===== config.mk =====
export PLATFORM = sky130hd
export DESIGN_NAME = maze_round_controller
export DESIGN_NICKNAME = d
export VERILOG_FILES = /design/src/rtl/maze_round_controller.sv
export SDC_FILE = /design/constraint.sdc
export NUM_CORES = 1
export LEC_CHECK = 0
export BUFFER_PORTS_ARGS = -buffer_cell sky130_fd_sc_hd__buf_2
export CAP_MARGIN = 15
export CORE_UTILIZATION = 60
export CTS_BUF_LIST = sky130_fd_sc_hd__clkbuf_2
export CTS_CLUSTER_DIAMETER = 120
export DETAILED_ROUTE_END_ITERATION = 10
export HOLD_SLACK_MARGIN = 0.12
export PLACE_DENSITY = 0.88
export SYNTH_ARGS = -nofsm -noshare
export SYNTH_HDL_FRONTEND = slang
export SYNTH_SLANG_ARGS = --single-unit

===== constraint.sdc =====
create_clock -name clock -period 7.1 [get_ports clock]
set_input_delay 0.355 -clock clock [delete_from_list [all_inputs] [get_ports clock]]
set_output_delay 0.355 -clock clock [all_outputs]
set_load 0.005 [all_outputs]

===== src/rtl/maze_round_controller.sv =====
// Maze round controller: sequences one game of the maze (idle, maze
// generation, timed play, game over), runs the one-second countdown,
// awards bonus time and score for each solved maze, keeps the best
// score, and gates the player's direction so it only reaches the maze
// during play.
module maze_round_controller #(
  parameter int TICKS_PER_SECOND = 50000000,
  parameter int ROUND_SECONDS    = 60,
  parameter int BONUS_SECONDS    = 5
) (
  input  logic       clock,
  input  logic       reset,
  input  logic       start,
  input  logic       gen_end,
  input  logic [7:0] mazes_complete,
  input  logic [3:0] direction_in,
  output logic       game_reset,
  output logic       timer_end,
  output logic [3:0] direction_out,
  output logic [7:0] time_left,
  output logic [7:0] score,
  output logic [7:0] high_score,
  output logic [1:0] state
);

  // A single-tick second still needs a one-bit prescaler to hold its zero.
  localparam int            PRE_W      = (TICKS_PER_SECOND > 1) ? $clog2(TICKS_PER_SECOND) : 1;
  localparam logic [PRE_W-1:0] PRE_MAX = PRE_W'(TICKS_PER_SECOND - 1);
  localparam logic [7:0]    ROUND_INIT = 8'(ROUND_SECONDS);
  localparam logic [9:0]    BONUS_ADD  = 10'(BONUS_SECONDS);

  typedef enum logic [1:0] {
    IDLE       = 2'b00,
    GENERATING = 2'b01,
    PLAYING    = 2'b10,
    GAME_OVER  = 2'b11
  } state_t;

  state_t           state_q, state_d;
  logic [PRE_W-1:0] prescaler_q, prescaler_d;
  logic [7:0]       timeLeft_q, timeLeft_d;
  logic [7:0]       score_q, score_d;
  logic [7:0]       highScore_q, highScore_d;
  logic [7:0]       snapshot_q, snapshot_d;
  logic [3:0]       direction_q, direction_d;
  logic             start_q;

  logic             startEdge;
  logic             secondTick;
  logic             completion;
  logic [9:0]       bonusSum;

  assign startEdge  = start & ~start_q;
  assign secondTick = (prescaler_q == PRE_MAX);
  assign completion = (mazes_complete != snapshot_q);

  // Next-state and datapath decisions for every phase of the game.
  always_comb begin
    state_d     = state_q;
    prescaler_d = prescaler_q;
    timeLeft_d  = timeLeft_q;
    score_d     = score_q;
    highScore_d = highScore_q;
    snapshot_d  = mazes_complete;
    direction_d = 4'b0000;
    // A tick landing on the same cycle as a completion still costs its second.
    bonusSum    = {2'b00, timeLeft_q} + BONUS_ADD - {9'd0, secondTick};

    case (state_q)
      IDLE, GAME_OVER: begin
        if (startEdge) begin
          state_d     = GENERATING;
          timeLeft_d  = ROUND_INIT;
          score_d     = 8'd0;
          prescaler_d = '0;
        end
      end

      GENERATING: begin
        if (gen_end) begin
          state_d = PLAYING;
        end
      end

      PLAYING: begin
        direction_d = direction_in;
        snapshot_d  = snapshot_q;
        prescaler_d = secondTick ? '0 : prescaler_q + PRE_W'(1);
        if (completion) begin
          snapshot_d = mazes_complete;
          score_d    = (score_q == 8'hFF) ? 8'hFF : score_q + 8'd1;
          timeLeft_d = (bonusSum > 10'd255) ? 8'hFF : bonusSum[7:0];
          state_d    = (timeLeft_d == 8'd0) ? GAME_OVER : GENERATING;
        end else if (secondTick) begin
          timeLeft_d = timeLeft_q - 8'd1;
          if (timeLeft_q == 8'd1) begin
            state_d = GAME_OVER;
          end else if (!gen_end) begin
            state_d = GENERATING;
          end
        end else if (!gen_end) begin
          state_d = GENERATING;
        end
      end

      default: begin
        state_d = IDLE;
      end
    endcase

    if ((state_q != GAME_OVER) && (state_d == GAME_OVER) && (score_d > highScore_q)) begin
      highScore_d = score_d;
    end
  end

  // State and datapath registers with synchronous reset.
  always_ff @(posedge clock) begin
    if (reset) begin
      state_q     <= IDLE;
      prescaler_q <= '0;
      timeLeft_q  <= ROUND_INIT;
      score_q     <= 8'd0;
      highScore_q <= 8'd0;
      snapshot_q  <= 8'd0;
      direction_q <= 4'b0000;
      start_q     <= 1'b0;
    end else begin
      state_q     <= state_d;
      prescaler_q <= prescaler_d;
      timeLeft_q  <= timeLeft_d;
      score_q     <= score_d;
      highScore_q <= highScore_d;
      snapshot_q  <= snapshot_d;
      direction_q <= direction_d;
      start_q     <= start;
    end
  end

  assign game_reset    = (state_q == IDLE) || (state_q == GAME_OVER);
  assign timer_end     = (state_q != PLAYING);
  assign direction_out = direction_q;
  assign time_left     = timeLeft_q;
  assign score         = score_q;
  assign high_score    = highScore_q;
  assign state         = state_q;

endmodule


==> results of run 1 <==
-- worst max-delay path: stages (launching register included) --
cell and delay [ps]:
dfxtp_1 420, ha_1 200, nand3_1 160, nor4_1 310, nand4_1 250, ha_1 270
ha_1 190, or3b_2 480, a211oi_1 280, xor2_1 120, nor4_1 340, a41oi_1 210
o31ai_2 350, nand4_4 250, mux2_2 350
-- layout by cell type (no fill, tap or decap), drive strengths merged, types with 4 or more instances in the layout --
master | Yosys | layout
ha | 27 | 27
or3 | 4 | 4
o21ai | 23 | 23
xor2 | 17 | 17
a21oi | 28 | 28
nor4 | 10 | 10
mux2 | 8 | 8
dfxtp | 65 | 65
inv | 28 | 30
nor3 | 9 | 9
nand2 | 40 | 40
and2 | 7 | 7
buf | 4 | 47
clkbuf | 5 | 9
nand3 | 11 | 11
nand2b | 4 | 4
dlygate4sd3 | 0 | 13
nor2b | 21 | 21
nor2 | 57 | 57
nand4 | 14 | 14
xnor2 | 17 | 17
-- cells in the mapped netlist, drive strengths merged, types with 3 or more instances --
library cell  instances  share of area (%)
a21o                  3               0.61
a21oi                28                3.8
a22oi                 3               0.61
a41oi                 3               0.71
and2                  7                1.2
and3                  3               0.50
buf                   4               0.61
clkbuf                5               0.50
dfxtp                65                 35
ha                   27                9.1
inv                  28                2.8
mux2                  8                2.4
nand2                40                4.0
nand2b                4               0.67
nand3                11                1.6
nand3b                3               0.61
nand4                14                3.2
nor2                 57                5.8
nor2b                21                3.5
nor3                  9                1.2
nor4                 10                1.7
o2111ai               3               0.71
o21ai                23                3.1
o31ai                 3               0.74
or3                   4               0.67
xnor2                17                4.0
xor2                 17                4.0
-- metrics by stage --
stage	hold WS, ps	cells	setup slack [ps]	area (µm²)	power [mW]
after CTS	290	589	2910	4310	0.769
final	304	589	2840	4310	0.769
after floorplan	436	447	3420	3720	0.440
after detailed placement	472	560	2930	4010	0.460
after global routing	315	589	2540	4310	0.795
after global placement	457	560	3130	4010	0.459
-- power by group through the flow --
stage | combinational [mW] | clock (mW) | sequential, mW
global placement | 0.0754 | 0 | 0.383
detailed placement | 0.0767 | 0 | 0.384
global route | 0.0931 | 0.325 | 0.377
floorplan | 0.0570 | 0 | 0.383
CTS | 0.0835 | 0.310 | 0.376
finish | 0.0851 | 0.307 | 0.376
-- flip-flops by register name, summed over array words and instances (netlist names) --
| name | flops |
|---|---|
| score | 8 |
| snapshot_q | 8 |
| start_q | 1 |
| prescaler_q | 26 |
| time_left | 8 |
| high_score | 8 |
| state | 2 |
| direction_out | 4 |
-- kinds of logic after synthesis --
group / share of synthesized area, %
xor gates and xnor gates: 8.01
DFF: 35.0
adders and majority gates: 9.09
buffers and inverters: 3.94
AOI/OAI and AO/OA: 14.3
and+or+nand+nor: 27.2
muxes: 2.42
-- final timing paths --
kind / slack, ps / cells after the start / start / to
max: 2840 / 14 / prescaler_q[0]$_SDFFE_PP0P_ / high_score[6]$_SDFFE_PP0P_
min: 300 / 3 / gen_end / state[0]$_SDFF_PP0_
max reg2reg: 2840 / 14 / prescaler_q[0]$_SDFFE_PP0P_ / high_score[6]$_SDFFE_PP0P_
min reg2reg: 490 / 2 / time_left[7]$_SDFFE_PP0P_ / time_left[7]$_SDFFE_PP0P_
-- per-layer routing --
layer	part of all wire, %	wire length [µm]	global-route usage [%]	up-vias
met5	0	0	0	-
met4	3.4	300	16.3	0
met3	5.0	445	7.84	38
met2	48	4280	49.7	140
met1	43	3810	33.1	1629
li1	-	-	-	1689
-- cell type report --
class | instances | share of cell area [%]
inverters | 28 | 2.44
clock buffers | 9 | 1.05
clock inverters | 7 | 2.91
well taps | 75 | 2.18
repair buffers | 60 | 8.49
flip-flops and latches | 65 | 30.2
multi-input cells | 345 | 52.7
==> key figures, run 1 <==
Outcome
  – Status: completed

Global routing
  – Pin count of the biggest net entering global routing: 43
  – Initial antenna violation count: 0
  – Total track usage: 29.3%
  – Grt total ovfl: 0
  – Number of global-route vias before repair: 3360
  – Global-route wire length before repair: 14700 µm

Power and ir drop
  – Sw Ratio: 27.2%
  – Comb pwr share: 11.1%
  – Clock share of power: 40.0%
  – Internal Power: 0.560 mW
  – Pwr Density: 179 nW/µm²
  – Sequential cell fraction of total power: 49.0%
  – Worst vdd ir: 0.000143 V
  – P_leak: 1.76 nW
  – Psw: 0.209 mW

Die
  – Die ar.: 6510 µm²
  – Top Ports: 48
  – Core box area: 5960 µm²
  – Die height: 80.7 µm
  – Initial Utilization: 62.4%
  – Row Count: 28
  – Width of the die: 80.7 µm

Timing
  – Slew headroom: 26.9%
  – Final Hold Viols: 0
  – RSZ-0062 raised after global routing: no
  – Clock Skews: 14.9 ps
  – Setup TNS: 0 ps
  – Final period utilization: 60.0%
  – Final-report setup violation count: 0
  – Max-slew violations: 0
  – Crit path time final: 4260 ps
  – Fmax: 235 MHz
  – Worst slew pin tran: 1090 ps

Setup path
  – CP Max Fanout: 8
  – CP arrival: 4700 ps
  – Critical Path End Type: register
  – Required time of the critical path: 7540 ps
  – CP Class: register to register
  – Critical path launch point type: register

Routing
  – Initial DRC count: 218
  – Avg WL per Cell: 15.0 µm
  – Via count: 3496
  – DRT Pass-1 Iters: 5
  – Vias per cell: 5.94
  – Routed WL: 8840 µm
  – Final ANT Viol Nets: 0
  – DRC: 0

Synth
  – YS warnings: 0
  – Number of enable flip-flop cells after synthesis: 0
  – Post-Syn Nets: 490
  – Register bit total from synthesis: 65
  – Post-Syn Instances: 447
  – Most used DFF post-synth: dfxtp_1
  – Register area share after synthesis: 35.0%
  – Mean Syn Cell Area: 8.32 µm²
  – Cell variety after synth: 56
  – Synth Cell Area: 3720 µm²
  – FFs w/ async S/R, synth: 0%

Clock network
  – Root buf cell: clkbuf_2
  – Clock buffer depth: 2
  – CTS Buf Count: 9
  – Skew-Pair Late Insertion Delay: 530 ps
  – Cells resized by post-CTS repair: 0
  – CTS tree: done
  – Setup bufs post-CTS: 0
  – Htree depth: 3
  – Clk slew on worst S/H paths: 210 ps
  – TritonCTS Sinks: 65
  – Cts hold-fix bufs: 13

Placement
  – DP HPWL: 6060 µm
  – GP Congestion: 0.913
  – I/O Buffers: 47

Min path
  – Hold Path Class: primary input to register

Final layout
  – Fillers: 461
  – Multi-input gate area: 2270 µm²
  – Final core utilization: 72.3%
  – Post-layout nets: 552
  – Share of post-route cells with drive strength above 1: 16.1%
  – Reg area: 1300 µm²
  – Ant. Diodes: 0
  – Area Overhead vs Synth: 15.8%

Run
  – Max Cap Viol: 0
(Power assumes the default switching activity.)
==> inputs of run 2 (changes only) <==
Settings changed: CORE_UTILIZATION 60 to 54, PLACE_DENSITY 0.88 to 0.84.
Clock period 7.1 ns to 3.7 ns, I/O delays scaled along.
==> key figures, run 2 (same netlist as run 1, synthesis figures left out) <==
Power and ir drop
  – Psw: 0.369 mW
  – Clock share of power: 30.9%
  – Worst vdd ir: 0.000266 V
  – Comb pwr share: 13.7%
  – Pwr Density: 287 nW/µm²
  – Sw Ratio: 28.4%
  – P_leak: 1.88 nW
  – Internal Power: 0.930 mW
  – Sequential cell fraction of total power: 55.4%

Timing
  – Worst slew pin tran: 768 ps
  – Clock Skews: 30.9 ps
  – RSZ-0062 raised after global routing: yes
  – Final period utilization: 100%
  – Max-slew violations: 0
  – Final-report setup violation count: 1
  – Fmax: 269 MHz
  – Fin worst setup slack: -12.2 ps
  – Final Hold Viols: 0
  – Crit path time final: 3710 ps
  – Slew headroom: 48.8%

Final layout
  – Post-layout nets: 578
  – Share of post-route cells with drive strength above 1: 21.5%
  – Number of flip-flops in the largest register: 26
  – Area Overhead vs Synth: 21.9%
  – Most frequent cells in the layout: 63 x dfxtp_1, 56 x nor2_1, 47 x buf_2
  – Commonest non-fill, non-tap cell in the layout: dfxtp_1
  – Area of all placed cells without fillers: 4530 µm²
  – Largest Register: prescaler_q
  – Ant. Diodes: 0
  – Final std cells w/o fill: 617

Clock network
  – TritonCTS Sinks: 65
  – Root buf cell: clkbuf_2
  – CTS tree: done
  – CTS Buf Count: 9
  – Clk slew on worst S/H paths: 180 ps
  – Skew-Pair Late Insertion Delay: 510 ps
  – Htree depth: 3
  – Clock buffer depth: 2

Setup path
  – CP arrival: 4110 ps
  – Critical Path End Type: register
  – Crit path cell chain: nand4bb_4, nor4_4, nand4_1, ha_2, ha_4, or3b_4, a211oi_2, xor2_1, nor4_2, a41oi_2, o31ai_4, nand4_4, mux2_4
  – Required time of the critical path: 4100 ps
  – CP Max Fanout: 8
  – Critical path's largest stage delay: 380 ps
  – CP bufs+invs: 0
  – CP Class: register to register
  – Slowest cell on the critical path: or3b_4
  – Cell family with most CP delay: simple AND/OR/NAND/NOR gates
  – Critical path launch point type: register

Outcome
  – Status: complete, but fails checks
  – Failing checks: setup timing

Global routing
  – Total track usage: 26.9%
  – Initial antenna violation count: 0
  – Grt total ovfl: 0
  – Global-route wire length before repair: 15400 µm
  – Pin count of the biggest net entering global routing: 43
  – Number of global-route vias before repair: 3448

Placement
  – Cell Area, Placed: 4190 µm²
  – GP Congestion: 0.922
  – I/O Buffers: 47
  – DP HPWL: 6440 µm
  – Post-placement cell count: 586
  – Setup WS pre-CTS: -202 ps

Routing
  – Final ANT Viol Nets: 0
  – Vias per cell: 5.79
  – Avg WL per Cell: 14.9 µm
  – DRC: 0
  – Via count: 3574
  – DRT Pass-1 Iters: 5
  – Initial DRC count: 203
  – Routed WL: 9210 µm

Min path
  – Hold Path Class: primary input to register

Die
  – Die ar.: 7220 µm²
  – Width of the die: 85.0 µm
  – Die height: 85.0 µm
  – Row Count: 29
  – Core box area: 6490 µm²
  – Initial Utilization: 57.2%
  – Top Ports: 48

Run
  – Max Cap Viol: 0
-- run 2: power by group through the flow --
stage / sequential (mW) / combinational, mW / clock (mW)
3_3_place_gp: 0.734 / 0.157 / 0
3_5_place_dp: 0.735 / 0.161 / 0
2_1_floorplan: 0.734 / 0.109 / 0
6_report: 0.720 / 0.178 / 0.401
5_1_grt: 0.722 / 0.197 / 0.446
4_1_cts: 0.720 / 0.174 / 0.413
-- run 2: final cells by class --
cell class | instances | area [µm²]
Clock buffer | 9 | 45.0
Fill cell | 503 | 1960
Multi-Input combinational cell | 345 | 2360
Tap cell | 77 | 96.3
Timing Repair Buffer | 86 | 564
Sequential cell | 65 | 1300
Inverter | 28 | 105
Clock inverter | 7 | 61.3
-- run 2: path summary, 6_finish.rpt --
| kind | startpoint | endpoint | slack, ps | depth (start not counted) |
|---|---|---|---|---|
| min | gen_end | state[0]$_SDFF_PP0_ | 210 | 3 |
| max reg2reg | prescaler_q[24]$_SDFFE_PP0P_ | high_score[1]$_SDFFE_PP0P_ | -10 | 13 |
| max | prescaler_q[24]$_SDFFE_PP0P_ | high_score[1]$_SDFFE_PP0P_ | -10 | 13 |
| min reg2reg | prescaler_q[23]$_SDFFE_PP0P_ | prescaler_q[23]$_SDFFE_PP0P_ | 490 | 2 |
-- run 2: layer usage --
| metal | part of all wire [%] | global-route usage, % | wire, µm |
|---|---|---|---|
| met1 | 42 | 30.8 | 3870 |
| met2 | 51 | 48.4 | 4750 |
| met3 | 4.6 | 6.61 | 424 |
| met4 | 1.9 | 10.2 | 172 |
| met5 | 0 | 0 | 0 |
-- run 2: tightest hold or removal path: stages --
cell,delay (ps)
buf_2,130
a41oi_1,210
nor2b_1,140
-- run 2: stage by stage --
stage / utilization, % / hold slack (ps) / setup TNS, ps / power (mW)
5_1_grt: 69.8 / 185 / -1160 / 1.36
4_1_cts: 69.3 / 162 / -301 / 1.31
3_3_place_gp: 64.5 / 385 / -270 / 0.891
2_1_floorplan: - / 266 / 0 / 0.844
3_5_place_dp: 64.5 / 393 / -1540 / 0.895
6_report: 69.8 / 206 / -12.2 / 1.30
-- run 2: timing repair --
action,CTS,global route
hold endpoints to repair,13,0
pin swaps,8,5
gates resized for setup,12,4
setup endpoints to repair,8,8
hold buffers,13,0
setup buffers,2,0
==> inputs of run 3 (changes only) <==
Settings changed: HOLD_SLACK_MARGIN 0.12 to not set, SKIP_CTS_REPAIR_TIMING set to 1.
==> key figures, run 3 (same netlist as run 1, synthesis figures left out) <==
Global routing
  – Total track usage: 25.4%
  – Grt total ovfl: 0
  – Pin count of the biggest net entering global routing: 43
  – Initial antenna violation count: 0
  – Number of global-route vias before repair: 3334
  – Global-route wire length before repair: 14600 µm

Setup path
  – CP arrival: 4160 ps
  – Required time of the critical path: 4090 ps
  – CP Class: register to register
  – FF-to-FF path depth: 14
  – CP Max Fanout: 8
  – Critical Path End Type: register
  – Critical path launch point type: register

Power and ir drop
  – Power, Total: 1.30 mW
  – P_leak: 1.89 nW
  – Pwr Density: 286 nW/µm²
  – Worst vdd ir: 0.000261 V

Final layout
  – Most frequent cells in the layout: 64 x dfxtp_1, 56 x nor2_1, 47 x buf_2
  – Share of post-route cells with drive strength above 1: 21.3%
  – Fillers: 504
  – Number of flip-flops in the largest register: 26
  – Largest Register: prescaler_q
  – Area Overhead vs Synth: 22.0%
  – Final core utilization: 69.9%
  – Commonest non-fill, non-tap cell in the layout: dfxtp_1
  – Post-layout nets: 578
  – Ant. Diodes: 0

Routing
  – Avg WL per Cell: 14.7 µm
  – Vias per cell: 5.71
  – Initial DRC count: 213
  – DRT Pass-1 Iters: 5
  – Via count: 3523
  – Final ANT Viol Nets: 0
  – Routed WL: 9070 µm
  – DRC: 0

Clock network
  – CTS Buf Count: 9
  – CTS tree: done
  – Clock buffer depth: 2
  – Root buf cell: clkbuf_2
  – Htree depth: 3
  – Clk slew on worst S/H paths: 180 ps
  – Skew-Pair Late Insertion Delay: 500 ps
  – TritonCTS Sinks: 65

Die
  – Row Count: 29
  – Initial Utilization: 57.2%
  – Core box area: 6490 µm²
  – Top Ports: 48
  – Die ar.: 7220 µm²
  – Width of the die: 85.0 µm
  – Die height: 85.0 µm

Timing
  – Worst slew pin tran: 753 ps
  – Setup TNS: -212 ps
  – Clock Skews: 27.6 ps
  – Crit path time final: 3760 ps
  – Slew headroom: 49.8%
  – Final period utilization: 102%
  – Fin worst setup slack: -63.2 ps
  – Final Hold Viols: 0
  – Final-report setup violation count: 8
  – Fmax: 266 MHz
  – RSZ-0062 raised after global routing: yes
  – Max-slew violations: 0

Placement
  – GP Congestion: 0.922
  – I/O Buffers: 47
  – DP HPWL: 6440 µm

Min path
  – Worst hold stages: 3
  – Hold Path Class: primary input to register

Run
  – Max Cap Viol: 0

Outcome
  – Status: complete, but fails checks
  – Failing checks: setup timing
run 3: metal layers:
layer	wire length, µm	part of all wire (%)	track usage (%)
met1	3830	42	29.9
met2	4660	51	44.8
met3	453	5.0	6.42
met4	129	1.4	8.94
met5	0	0	0
run 3: worst paths after layout:
path                                 from                            to  slack, ps
max          prescaler_q[24]$_SDFFE_PP0P_    high_score[1]$_SDFFE_PP0P_        -60
min                               gen_end           state[0]$_SDFF_PP0_        210
max reg2reg  prescaler_q[24]$_SDFFE_PP0P_    high_score[1]$_SDFFE_PP0P_        -60
min reg2reg  prescaler_q[23]$_SDFFE_PP0P_  prescaler_q[23]$_SDFFE_PP0P_        490
run 3: final cells by class:
class | count | area, µm² | share of cell area [%]
multi-input cells | 345 | 2360 | 52.1
flip-flops and latches | 65 | 1300 | 28.7
repair buffers | 86 | 564 | 12.4
inverters | 28 | 105 | 2.32
well taps | 77 | 96.3 | 2.12
clock inverters | 7 | 61.3 | 1.35
clock buffers | 9 | 45.0 | 0.993
run 3: report_power, final:
group	switching [mW]	total, mW	internal, mW
Combinational	0.108	0.179	0.0712
Clock	0.250	0.398	0.148
Sequential	0.00837	0.720	0.712
Total	0.366	1.30	0.931
run 3: worst max-delay path, stage by stage, from the launching register on:
cell and delay, ps:
dfxtp_1 370, nand4bb_4 230, nor4_4 290, nand4_1 190, ha_2 240, ha_2 170, or3b_4 380, buf_6 140
xor2_4 130, nand4_1 130, nor4_2 250, a41oi_2 190, o31ai_4 330, nand4_4 250, mux2_4 370
run 3: through the flow:
stage,std cells,setup slack (ps),hold WS [ps],instance area (µm²)
global placement,586,-34.0,385,4190
floorplan,447,22.2,266,3720
detailed placement,586,-202,393,4190
finish,617,-63.2,210,4540
global route,617,-242,185,4540
CTS,602,-236,-145,4290
